$ cat src/rtl/optmult_dot_accum_if.sv
// Handshake bundle between the multiplier, the dot-product accumulator and the result consumer.
// master drives beats in and takes results out; slave is the accumulator.
interface optmult_dot_accum_if #(
  parameter int M_W = 8,
  parameter int N_W = 8,
  parameter int LEN = 16
);
  localparam int P_W   = M_W + N_W;
  localparam int CNT_W = $clog2(LEN + 1);
  localparam int ACC_W = M_W + N_W + $clog2(LEN);

  logic             in_valid;
  logic             in_ready;
  logic [P_W-1:0]   in_prod;
  logic             in_last;
  logic             out_valid;
  logic             out_ready;
  logic [ACC_W-1:0] out_sum;
  logic [CNT_W-1:0] out_count;

  modport master (
    output in_valid, in_prod, in_last, out_ready,
    input  in_ready, out_valid, out_sum, out_count
  );

  modport slave (
    input  in_valid, in_prod, in_last, out_ready,
    output in_ready, out_valid, out_sum, out_count
  );
endinterface

$ cat src/rtl/optmult_dot_accum.sv
// Frame accumulator for raw multiplier products; result valid 1 cycle after the closing beat.
// Backpressure: in_ready drops while a result is held; result held until out_ready, no beat taken then.
module optmult_dot_accum #(
  parameter int UNSIGNED = 1,
  parameter int M_W      = 8,
  parameter int N_W      = 8,
  parameter int LEN      = 16
) (
  input logic               clk,
  input logic               rst,
  optmult_dot_accum_if.slave bus
);
  localparam int P_W   = M_W + N_W;
  localparam int CNT_W = $clog2(LEN + 1);
  localparam int ACC_W = M_W + N_W + $clog2(LEN);

  typedef enum logic {ACCUM, HOLD} state_t;

  state_t           state_q, state_d;
  logic [ACC_W-1:0] acc_q, acc_d;
  logic [ACC_W-1:0] sum_q, sum_d;
  logic [CNT_W-1:0] cnt_q, cnt_d;
  logic [CNT_W-1:0] count_q, count_d;
  logic [ACC_W-1:0] prod_ext;
  logic [ACC_W-1:0] acc_next;
  logic [CNT_W-1:0] cnt_next;

  // Size cast of a signed operand sign-extends; of an unsigned one zero-extends.
  always_comb begin
    if (UNSIGNED != 0) prod_ext = ACC_W'(bus.in_prod);
    else               prod_ext = ACC_W'($signed(bus.in_prod));
  end

  assign acc_next = acc_q + prod_ext;
  assign cnt_next = cnt_q + CNT_W'(1);

  always_ff @(posedge clk) begin
    if (rst) begin
      state_q <= ACCUM;
      acc_q   <= '0;
      cnt_q   <= '0;
      sum_q   <= '0;
      count_q <= '0;
    end else begin
      state_q <= state_d;
      acc_q   <= acc_d;
      cnt_q   <= cnt_d;
      sum_q   <= sum_d;
      count_q <= count_d;
    end
  end

  always_comb begin
    state_d       = state_q;
    acc_d         = acc_q;
    cnt_d         = cnt_q;
    sum_d         = sum_q;
    count_d       = count_q;
    bus.in_ready  = 1'b0;
    bus.out_valid = 1'b0;
    unique case (state_q)
      ACCUM: begin
        bus.in_ready = 1'b1;
        if (bus.in_valid) begin
          // A frame closes on in_last or when it reaches LEN beats.
          if (bus.in_last || (cnt_next == CNT_W'(LEN))) begin
            sum_d   = acc_next;
            count_d = cnt_next;
            acc_d   = '0;
            cnt_d   = '0;
            state_d = HOLD;
          end else begin
            acc_d = acc_next;
            cnt_d = cnt_next;
          end
        end
      end
      HOLD: begin
        bus.out_valid = 1'b1;
        if (bus.out_ready) state_d = ACCUM;
      end
      default: state_d = ACCUM;
    endcase
  end

  assign bus.out_sum   = sum_q;
  assign bus.out_count = count_q;
endmodule

$ cat src/flat_wrapper.sv
// flat-port wrapper written by rule: the top's interface ports become plain ports
module optmult_dot_accum_flat 
#(
  parameter int UNSIGNED = 1,
  parameter int M_W      = 8,
  parameter int N_W      = 8,
  parameter int LEN      = 16
)
  (clk, rst, bus_in_valid, bus_in_prod, bus_in_last, bus_out_ready, bus_in_ready, bus_out_valid, bus_out_sum, bus_out_count);
  optmult_dot_accum_if #(.M_W(M_W), .N_W(N_W), .LEN(LEN)) bus_i ();
  input logic clk;
  input logic rst;
  input wire logic [$bits(bus_i.in_valid)-1:0] bus_in_valid;
  input wire logic [$bits(bus_i.in_prod)-1:0] bus_in_prod;
  input wire logic [$bits(bus_i.in_last)-1:0] bus_in_last;
  input wire logic [$bits(bus_i.out_ready)-1:0] bus_out_ready;
  output wire logic [$bits(bus_i.in_ready)-1:0] bus_in_ready;
  output wire logic [$bits(bus_i.out_valid)-1:0] bus_out_valid;
  output wire logic [$bits(bus_i.out_sum)-1:0] bus_out_sum;
  output wire logic [$bits(bus_i.out_count)-1:0] bus_out_count;
  assign bus_i.in_valid = bus_in_valid;
  assign bus_i.in_prod = bus_in_prod;
  assign bus_i.in_last = bus_in_last;
  assign bus_i.out_ready = bus_out_ready;
  assign bus_in_ready = bus_i.in_ready;
  assign bus_out_valid = bus_i.out_valid;
  assign bus_out_sum = bus_i.out_sum;
  assign bus_out_count = bus_i.out_count;
  optmult_dot_accum #(.UNSIGNED(UNSIGNED), .M_W(M_W), .N_W(N_W), .LEN(LEN)) u_core (.clk(clk), .rst(rst), .bus(bus_i));
endmodule
$ cat config.mk
export PLATFORM = sky130hd
export DESIGN_NAME = optmult_dot_accum_flat
export DESIGN_NICKNAME = d
export VERILOG_FILES = /design/src/rtl/optmult_dot_accum_if.sv /design/src/rtl/optmult_dot_accum.sv /design/src/flat_wrapper.sv
export SDC_FILE = /design/constraint.sdc
export NUM_CORES = 1
export LEC_CHECK = 0
export ABC_AREA = 0
export BUFFER_PORTS_ARGS = -buffer_cell sky130_fd_sc_hd__buf_4
export CAP_MARGIN = 20
export CORE_UTILIZATION = 40
export CTS_CLUSTER_SIZE = 24
export DETAILED_ROUTE_END_ITERATION = 8
export GPL_ROUTABILITY_DRIVEN = 0
export GPL_TIMING_DRIVEN = 0
export PLACE_DENSITY = 0.6
export SLEW_MARGIN = 5
export SYNTH_ARGS = -nofsm -noshare
export SYNTH_HDL_FRONTEND = slang
export SYNTH_SLANG_ARGS = --single-unit
$ cat constraint.sdc
create_clock -name clk -period 3 [get_ports clk]
set_input_delay 0 -clock clk [delete_from_list [all_inputs] [get_ports clk]]
set_output_delay 0 -clock clk [all_outputs]
set_load 0.01 [all_outputs]
# Word-level counts from Yosys, hierarchy flattened
# Cells that the tools add are included.
# W data, S select, Z words.
classes:
  n_lt_le_gt_ge: 0
  mul: 0
  n_addsub: 2
  reduce_logical: 3
  mux: 8
  div_mod_pow: 0
  n_eq_ne: 1
  shift: 0
  n_bitwise: 1
op_table:
  columns: ["cell", "n"]
  rows:
  - ["$add A20 B16 Y20", 1]
  - ["$mux W20", 1]
  - ["$add A5 B1 Y5 const B", 1]
  - ["$eq A5 B5 Y1 const B", 1]
  - ["$mux W1", 5]
  - ["$mux W5", 1]
  - ["$reduce_and A3 Y1", 1]
  - ["$pmux W1 S2", 1]
  - ["$reduce_and A2 Y1", 1]
  - ["$logic_or A1 B1 Y1", 1]
  - ["$not A1 Y1", 1]
totals:
  ram_bits: 0
  regBits: 51
  mem_count: 0
  latchBits: 0
  in_bits: 21
  word_cells: 20
  output_inout_bits: 27
  mem_bits_ro: 0

# Logic depth before layout (Yosys ltp)
# Gate-level depths: netlist (run 1).
logic_depth:
  ltp_word: 6
  ltp_mapped: 8
  ltp_nobuf: 8

# Least setup slack after synthesis (run 1)
# OpenSTA, ideal clock, no wires.
synth_path:
  path_type: "reg2reg"
  startpoint: "reg u_core.acc_q[0]"
  endpoint: "reg u_core.acc_q[16]"
  path_stages_with_launch: 9
  t_required_ns: 2.927
  slack_ns: 0.797
  synth_period_minus_slack_ns: 2.203
  arrival_time_ns: 2.129
  n_path_buf: 0
  setup_ns: 0.073
  cell_sequence: "dfxtp_1 -> ha_1 -> fa_1 -> a21oi_1 -> nor2_1 -> o21a_1 -> o21ba_2 -> or4_4 -> o211ai_2"
synth_between:
  elab_chain_cells: 2
synth_lines:
  columns: ["element", "line", "text"]
  rows:
  - ["start: declaration", "optmult_dot_accum.sv:20", "logic [ACC_W-1:0] acc_q, acc_d;"]
  - ["start signal: assignment", "optmult_dot_accum.sv:40", "acc_q <= '0;"]
  - ["start signal: assignment", "optmult_dot_accum.sv:46", "acc_q <= acc_d;"]
  - ["$add A20 B16 Y20", "optmult_dot_accum.sv:34", "assign acc_next = acc_q + prod_ext;"]
  - ["$mux W20", "optmult_dot_accum.sv:66", "if (bus.in_last || (cnt_next == CNT_W'(LEN))) begin"]
# No other way between the ends.
# A chain may end at the register's enable or synchronous reset.

# Worst setup path after layout (run 1)
layout_path:
  startpoint: "reg u_core.cnt_q[0]"
  endpoint: "reg u_core.acc_q[16]"
layout_between:
  elab_chain_cells: 4
layout_lines:
  columns: ["element", "line", "text"]
  rows:
  - ["start: declaration", "optmult_dot_accum.sv:22", "logic [CNT_W-1:0] cnt_q, cnt_d;"]
  - ["start signal: assignment", "optmult_dot_accum.sv:47", "cnt_q <= cnt_d;"]
  - ["$add A5 B1 Y5", "optmult_dot_accum.sv:35", "assign cnt_next = cnt_q + CNT_W'(1);"]
  - ["$eq A5 B5 Y1", "optmult_dot_accum.sv:66", null]
  - ["$logic_or A1 B1 Y1", "optmult_dot_accum.sv:66", null]
  - ["$mux W20", "optmult_dot_accum.sv:66", null]
# No other way between the ends.

==> impl_results.md, run 1 <==
- Post-detail-place hpwl: 6390 um
- Initial antenna violation count: 0
- Maximum capacitance violations: 0
- Worst Path Class, Setup: flip-flop to flip-flop
- Dominant synthesized flop cell: dfxtp_1
- Post-synth cell types: 59
- Seq/Total Area, Yosys: 32.9%
- Layout cells sized above 1: 17.2%
- Overflow after GRT: 0
- Num rows: 31
- Total chip power: 1.60 mW
- Launching point of the worst reg2reg path: u_core.cnt_q[0]
- Layout area overhead: 19.7%
- First-pass GRT wire length: 14300 um
- Vias in the first global route: 2859
- CTS sink cnt: 51
- Buffers on Ports: 47
- Clock power share: 32.4%
- R2r setup slk: 0.49 ns
- N_diodes: 0
- # fillers: 757
- Worst R2R Path Depth: 8
- Total GRT Usage: 21.8%
- Drt via density: 5.69
- CTS root buffer: clkbuf_8
- Logic pwr share: 22.0%
- Seq cells post-synth: 51
- Reg2Reg Capture Point: u_core.acc_q[16]
- # IOs: 48
- Total Wirelength: 8860 um
- Starting Density: 42.1%
- Final ANT Viol Nets: 0
- CP Capture Type: flip-flop
- Util after Layout: 50.4%
- Sw frac: 30.9%
- Peak supply drop: 215 uV
- Worst slew margin: 58.2%
- Gate Count Post-Synth: 386
- TritonCTS Buffers: 5
- WHS Endpoint: u_core.acc_q[15]
- Clk pin slew, worst setup/hold paths: 0.11 ns
- Pre-Repair DR Iteration Count: 4
- Pint: 1.11 mW
- Worst hold path type: primary input to flip-flop
- Largest net degree at the start of global routing: 18
- Syn Area/Cell: 8.04 um^2
- Vert. Die Dim: 90.1 um
- TritonCTS clock tree: yes
- Max FO, Critical Path: 10
- Power per Cell Area: 432 mW/mm^2
- First DRT Iteration DRCs: 128
- Setup violators final: 0
- Register cell area after layout: 0.00102 mm^2
- Status: completed
- Async SR Flop Fraction: 0%
- Core Box Area: 0.00737 mm^2
- Die W: 90.1 um
- Critical Path RT: 3.25 ns
- Maximum clock insertion buffer count: 2
- Vias: 3085
- Syn. warnings: 0
- EDFF count, synth: 0
- Clk_lat worst skew: 0.32 ns
- CP Launch Type: flip-flop
- Total Nets Final: 482
- RSZ-0062 raised after global routing: false
- DRC viols: 0
- Area of the multi-input gates: 0.00195 mm^2
- Final min period: 2.51 ns
- Switching power total: 0.497 mW
- Crit share post-route: 83.7%
- Sequential power share: 45.6%
- Cell Area, Synth: 0.00310 mm^2
- Clk_skew: 0.0143 ns
- Measured slew at the worst slew-check pin: 0.625 ns
- Hold depth: 3
- Total negative slack: 0 ns
- Die area: 0.00811 mm^2
- Synth Net Count: 426
- CP arrival: 2.76 ns
- Hold Startpoint: rst
- Slew Limit Fails: 0
- Fmax: 0.398 GHz
- Final Hold Fails: 0
- Wire length per cell: 16.3 um
- Leak Pwr: 1.47 nW
- Htree depth: 2
==> power groups by stage <==
| stage | registers [mW] | logic [mW] | clock network (mW) |
|---|---|---|---|
| finish | 0.732 | 0.353 | 0.520 |
| CTS | 0.732 | 0.351 | 0.521 |
| global placement | 0.747 | 0.346 | 0 |
| floorplan | 0.753 | 0.216 | 0 |
| detailed placement | 0.748 | 0.348 | 0 |
| global route | 0.737 | 0.389 | 0.553 |
==> worst max path at each step <==
stage	from	endpoint	slack (ns)	cells after the start
4_1_cts	u_core.acc_q[0]	u_core.bus.out_sum[16]	0.55	8
6_report	u_core.cnt_q[0]	u_core.acc_q[16]	0.49	8
3_3_place_gp	u_core.acc_q[0]	u_core.bus.out_sum[16]	0.59	8
5_1_grt	u_core.cnt_q[0]	u_core.bus.out_sum[12]	0.36	8
3_5_place_dp	u_core.acc_q[0]	u_core.acc_q[16]	0.59	8
2_1_floorplan	u_core.acc_q[0]	u_core.acc_q[16]	0.80	8
==> cell families (layout without fill, tap and decap cells) <==
family,after synthesis,in the layout,synth area share (%)
AND/OR/NAND/NOR,157,157,26.6
AO/OA/AOI/OAI,118,118,24.7
flip-flops,51,51,32.9
buffers and inverters,28,85,4.19
adder cells (fa/ha/maj),19,19,7.90
XOR/XNOR,13,13,3.67
==> layer usage <==
layer  share of wire [%]  vias up  global-route usage (%)
met5                   0        -                       0
met4                0.84        0                    4.44
met3                 4.0        7                    3.72
met2                  46       69                    34.4
met1                  50     1468                    31.0
li1                    -     1541                       -
==> critical path, cell delays in order (launching register included) <==
cell      delay, ns
dfxtp_1        0.47
ha_1           0.35
or2_2          0.15
o21ai_0        0.14
a211o_4        0.38
buf_6          0.15
nor2_1         0.48
o211ai_1       0.21
o211ai_2       0.10
==> Yosys cell counts, types with 6 or more instances <==
| library cell | number | share of area (%) |
|---|---|---|
| nand3_1 | 19 | 3.1 |
| clkbuf_1 | 15 | 1.8 |
| nor2_1 | 33 | 4.0 |
| a211oi_1 | 12 | 2.9 |
| nand2_1 | 37 | 4.5 |
| xnor2_1 | 6 | 1.7 |
| o211ai_1 | 7 | 1.7 |
| o21ai_0 | 23 | 3.7 |
| nand3b_1 | 13 | 3.1 |
| ha_1 | 18 | 7.3 |
| dfxtp_1 | 51 | 33 |
| or4_1 | 6 | 1.5 |
| nor3_1 | 12 | 1.9 |
| xor2_1 | 7 | 2.0 |
| a21oi_1 | 39 | 6.3 |
==> sequential cells by signal (all words and copies together) (netlist names) <==
| name | cells |
|---|---|
| u_core.acc_q | 20 |
| u_core.bus.out_count | 5 |
| u_core.bus.out_sum | 20 |
| u_core.cnt_q | 5 |
| u_core.state_q | 1 |
==> area by class of cell <==
cell class	instances	share of cell area [%]
clock buffers	5	1.85
repair buffers	49	10.0
plain buffers	23	3.00
multi-input cells	307	52.5
inverters	5	0.505
flip-flops and latches	51	27.5
clock inverters	3	1.25
well taps	99	3.33
==> layout by cell type, fill, tap and decap left out, types with 6 or more instances in the layout <==
| cell | count |
|---|---|
| a211oi_1 | 12 |
| a21oi_1 | 39 |
| buf_4 | 48 |
| clkbuf_1 | 15 |
| dfxtp_1 | 51 |
| ha_1 | 18 |
| nand2_1 | 37 |
| nand3_1 | 19 |
| nand3b_1 | 13 |
| nor2_1 | 33 |
| nor3_1 | 12 |
| o211ai_1 | 7 |
| o21ai_0 | 23 |
| or4_1 | 6 |
| xnor2_1 | 6 |
| xor2_1 | 7 |
==> through the flow <==
step                      instance area [um^2]  std cells  hold WS [ns]  setup slack [ns]
after floorplan                           3100        386         0.182             0.797
after global placement                    3580        532         0.269             0.592
final                                     3710        542        0.0628             0.488
after detailed placement                  3580        532         0.275             0.590
after global routing                      3710        542        0.0845             0.362
after CTS                                 3710        542        0.0642             0.553
==> timing repair <==
item,4_1_cts,5_1_grt
gates resized for setup,0,0
buffers inserted,0,0
hold endpoints to repair,2,0
hold buffers,2,0
No activity file was read; power rests on OpenSTA's default activity.
==> inputs of run 2 (changes only) <==
- PLACE_DENSITY: 0.6 -> 0.62
- clock period: 3 -> 2 ns (I/O delays scaled with it)
==> run 2 against run 1 <==
Compared with the run above:
- the run now ends with setup timing left
- maximum frequency is 11% higher
- register-to-register slack worse by 0.75 ns
- utilization grew 6.6 points
- first-iteration DRC count grew 77%
- critical endpoint unchanged
==> impl_results.md, run 2 (synthesis gave the netlist of run 1 again) <==
- Vias: 3212
- CP max stage delay: 0.52 ns
- Maximum capacitance violations: 0
- Final Hold Fails: 0
- TritonCTS clock tree: yes
- Htree depth: 2
- Core Box Area: 0.00737 mm^2
- Clk_skew: 0.0107 ns
- Launching point of the worst reg2reg path: u_core.acc_q[0]
- Peak supply drop: 368 uV
- Setup violators final: 22
- Largest net degree at the start of global routing: 19
- Layout cells sized above 1: 33.4%
- Leak Pwr: 1.60 nW
- Max FO, Critical Path: 4
- Violated checks: setup timing
- Overflow after GRT: 0
- Bufs and invs on worst path: 0
- N_diodes: 0
- Fmax: 0.442 GHz
- Worst hold margin: 0.00923 ns
- Critical Path RT: 2.25 ns
- Final ANT Viol Nets: 0
- DRC viols: 0
- Wire length per cell: 17.3 um
- Clk_lat worst skew: 0.32 ns
- RSZ-0062 raised after global routing: true
- Maximum clock insertion buffer count: 2
- Vias in the first global route: 2986
- Total Wirelength: 9610 um
- CP Capture Type: flip-flop
- Pre-Repair DR Iteration Count: 5
- CP delay by family, top: compound AO/OA/AOI/OAI gates
- Drt via density: 5.80
- Clk pin slew, worst setup/hold paths: 0.11 ns
- CP arrival: 2.51 ns
- CP Launch Point: u_core.acc_q[0]
- CP max stage cell: or4_4
- Most frequent cells in the layout: buf_4, dfxtp_1, nand2_1
- Worst hold path type: primary input to flip-flop
- Sequence of cells on the critical path: ha_4 -> fa_2 -> a21oi_4 -> nor2_4 -> o21a_1 -> o21ba_4 -> or4_4 -> o211ai_2
- Die W: 90.1 um
- Layout area overhead: 35.3%
- Crit share post-route: 113%
- CP Launch Type: flip-flop
- Initial antenna violation count: 0
- Die area: 0.00811 mm^2
- Measured slew at the worst slew-check pin: 0.604 ns
- Worst setup slack after layout: -0.262 ns
- Buffers on Ports: 47
- Vert. Die Dim: 90.1 um
- CTS root buffer: clkbuf_8
- Power per Cell Area: 580 mW/mm^2
- Worst slew margin: 59.7%
- # IOs: 48
- First DRT Iteration DRCs: 227
- Slew Limit Fails: 0
- # fillers: 712
- CTS sink cnt: 51
- Hold Startpoint: bus_in_last
- TritonCTS Buffers: 5
- First-pass GRT wire length: 15200 um
- Num rows: 31
- Total GRT Usage: 23.2%
- Util after Layout: 57.0%
- Total Nets Final: 494
- Worst Path Class, Setup: flip-flop to flip-flop
- Commonest non-fill, non-tap cell in the layout: buf_4
- Post-detail-place hpwl: 6420 um
- Final min period: 2.26 ns
- Status: finished, violations left
- Starting Density: 42.1%
-- run 2: changes by cell type in the layout (fill, tap and decap cells not counted), moves of 5 or more --
cell	before	now
o21ai_1	0	5
o21ai_0	23	14
ha_4	0	10
dfxtp_1	51	43
dfxtp_2	0	5
buf_2	5	0
clkbuf_1	15	8
buf_4	48	68
a21oi_1	39	34
ha_1	18	4
-- run 2: final timing paths --
path,end,slack (ns),cells past startpoint
setup reg to reg,u_core.acc_q[16],-0.26,8
hold reg to reg,u_core.bus.out_sum[0],0.46,2
hold / removal,u_core.cnt_q[3],0.009,3
setup / recovery,u_core.acc_q[16],-0.26,8
-- run 2: worst min-delay path, delay by kind of cell --
| family | cells | cell delay [ns] |
|---|---|---|
| AOI/OAI and AO/OA | 1 | 0.05 |
| buffers and inverters | 1 | 0.12 |
| and+or+nand+nor | 1 | 0.11 |
-- run 2: through the flow --
step                std cells  power, mW  TNS [ns]  area (um^2)  worst slack (ns)
CTS                       546       2.38     -2.03         4020            -0.243
global route              554       2.56     -4.50         4200            -0.314
detailed placement        532       1.65     -9.47         3610            -0.305
floorplan                 386       1.46    -0.123         3140           -0.0988
global placement          532       1.64     -8.83         3610            -0.284
finish                    554       2.44     -3.29         4200            -0.262
-- run 2: final cells by class --
cell class                      instances  area [um^2]  share of cell area, %
Clock buffer                            5         68.8                   1.64
Clock inverter                          3         28.8                  0.686
Timing Repair Buffer                   66          502                   12.0
Sequential cell                        51         1040                   24.7
Inverter                                5         18.8                  0.447
Tap cell                               99          124                   2.95
Multi-Input combinational cell        307         2300                   54.8
Buffer                                 18          115                   2.74
-- run 2: routing by layer --
| metal | vias up | wire (um) | GRT usage, % |
|---|---|---|---|
| li1 | 1554 | - | - |
| met1 | 1533 | 4450 | 30.8 |
| met2 | 107 | 4570 | 38.9 |
| met3 | 18 | 439 | 3.72 |
| met4 | 0 | 146 | 6.18 |
| met5 | - | 0 | 0 |
-- run 2: timing repair --
item	CTS	global route
gates cloned	0	0
resized for setup	55	31
hold buffers	1	0
endpoints found under the setup margin	48	45
buffers inserted	9	9
hold endpoints to repair	1	0
pin swaps	17	30
-- run 2: report_power, final --
part | switching, mW | internal (mW) | total, mW
registers | 0.0370 | 1.07 | 1.10
logic | 0.364 | 0.299 | 0.663
clock network | 0.408 | 0.261 | 0.668
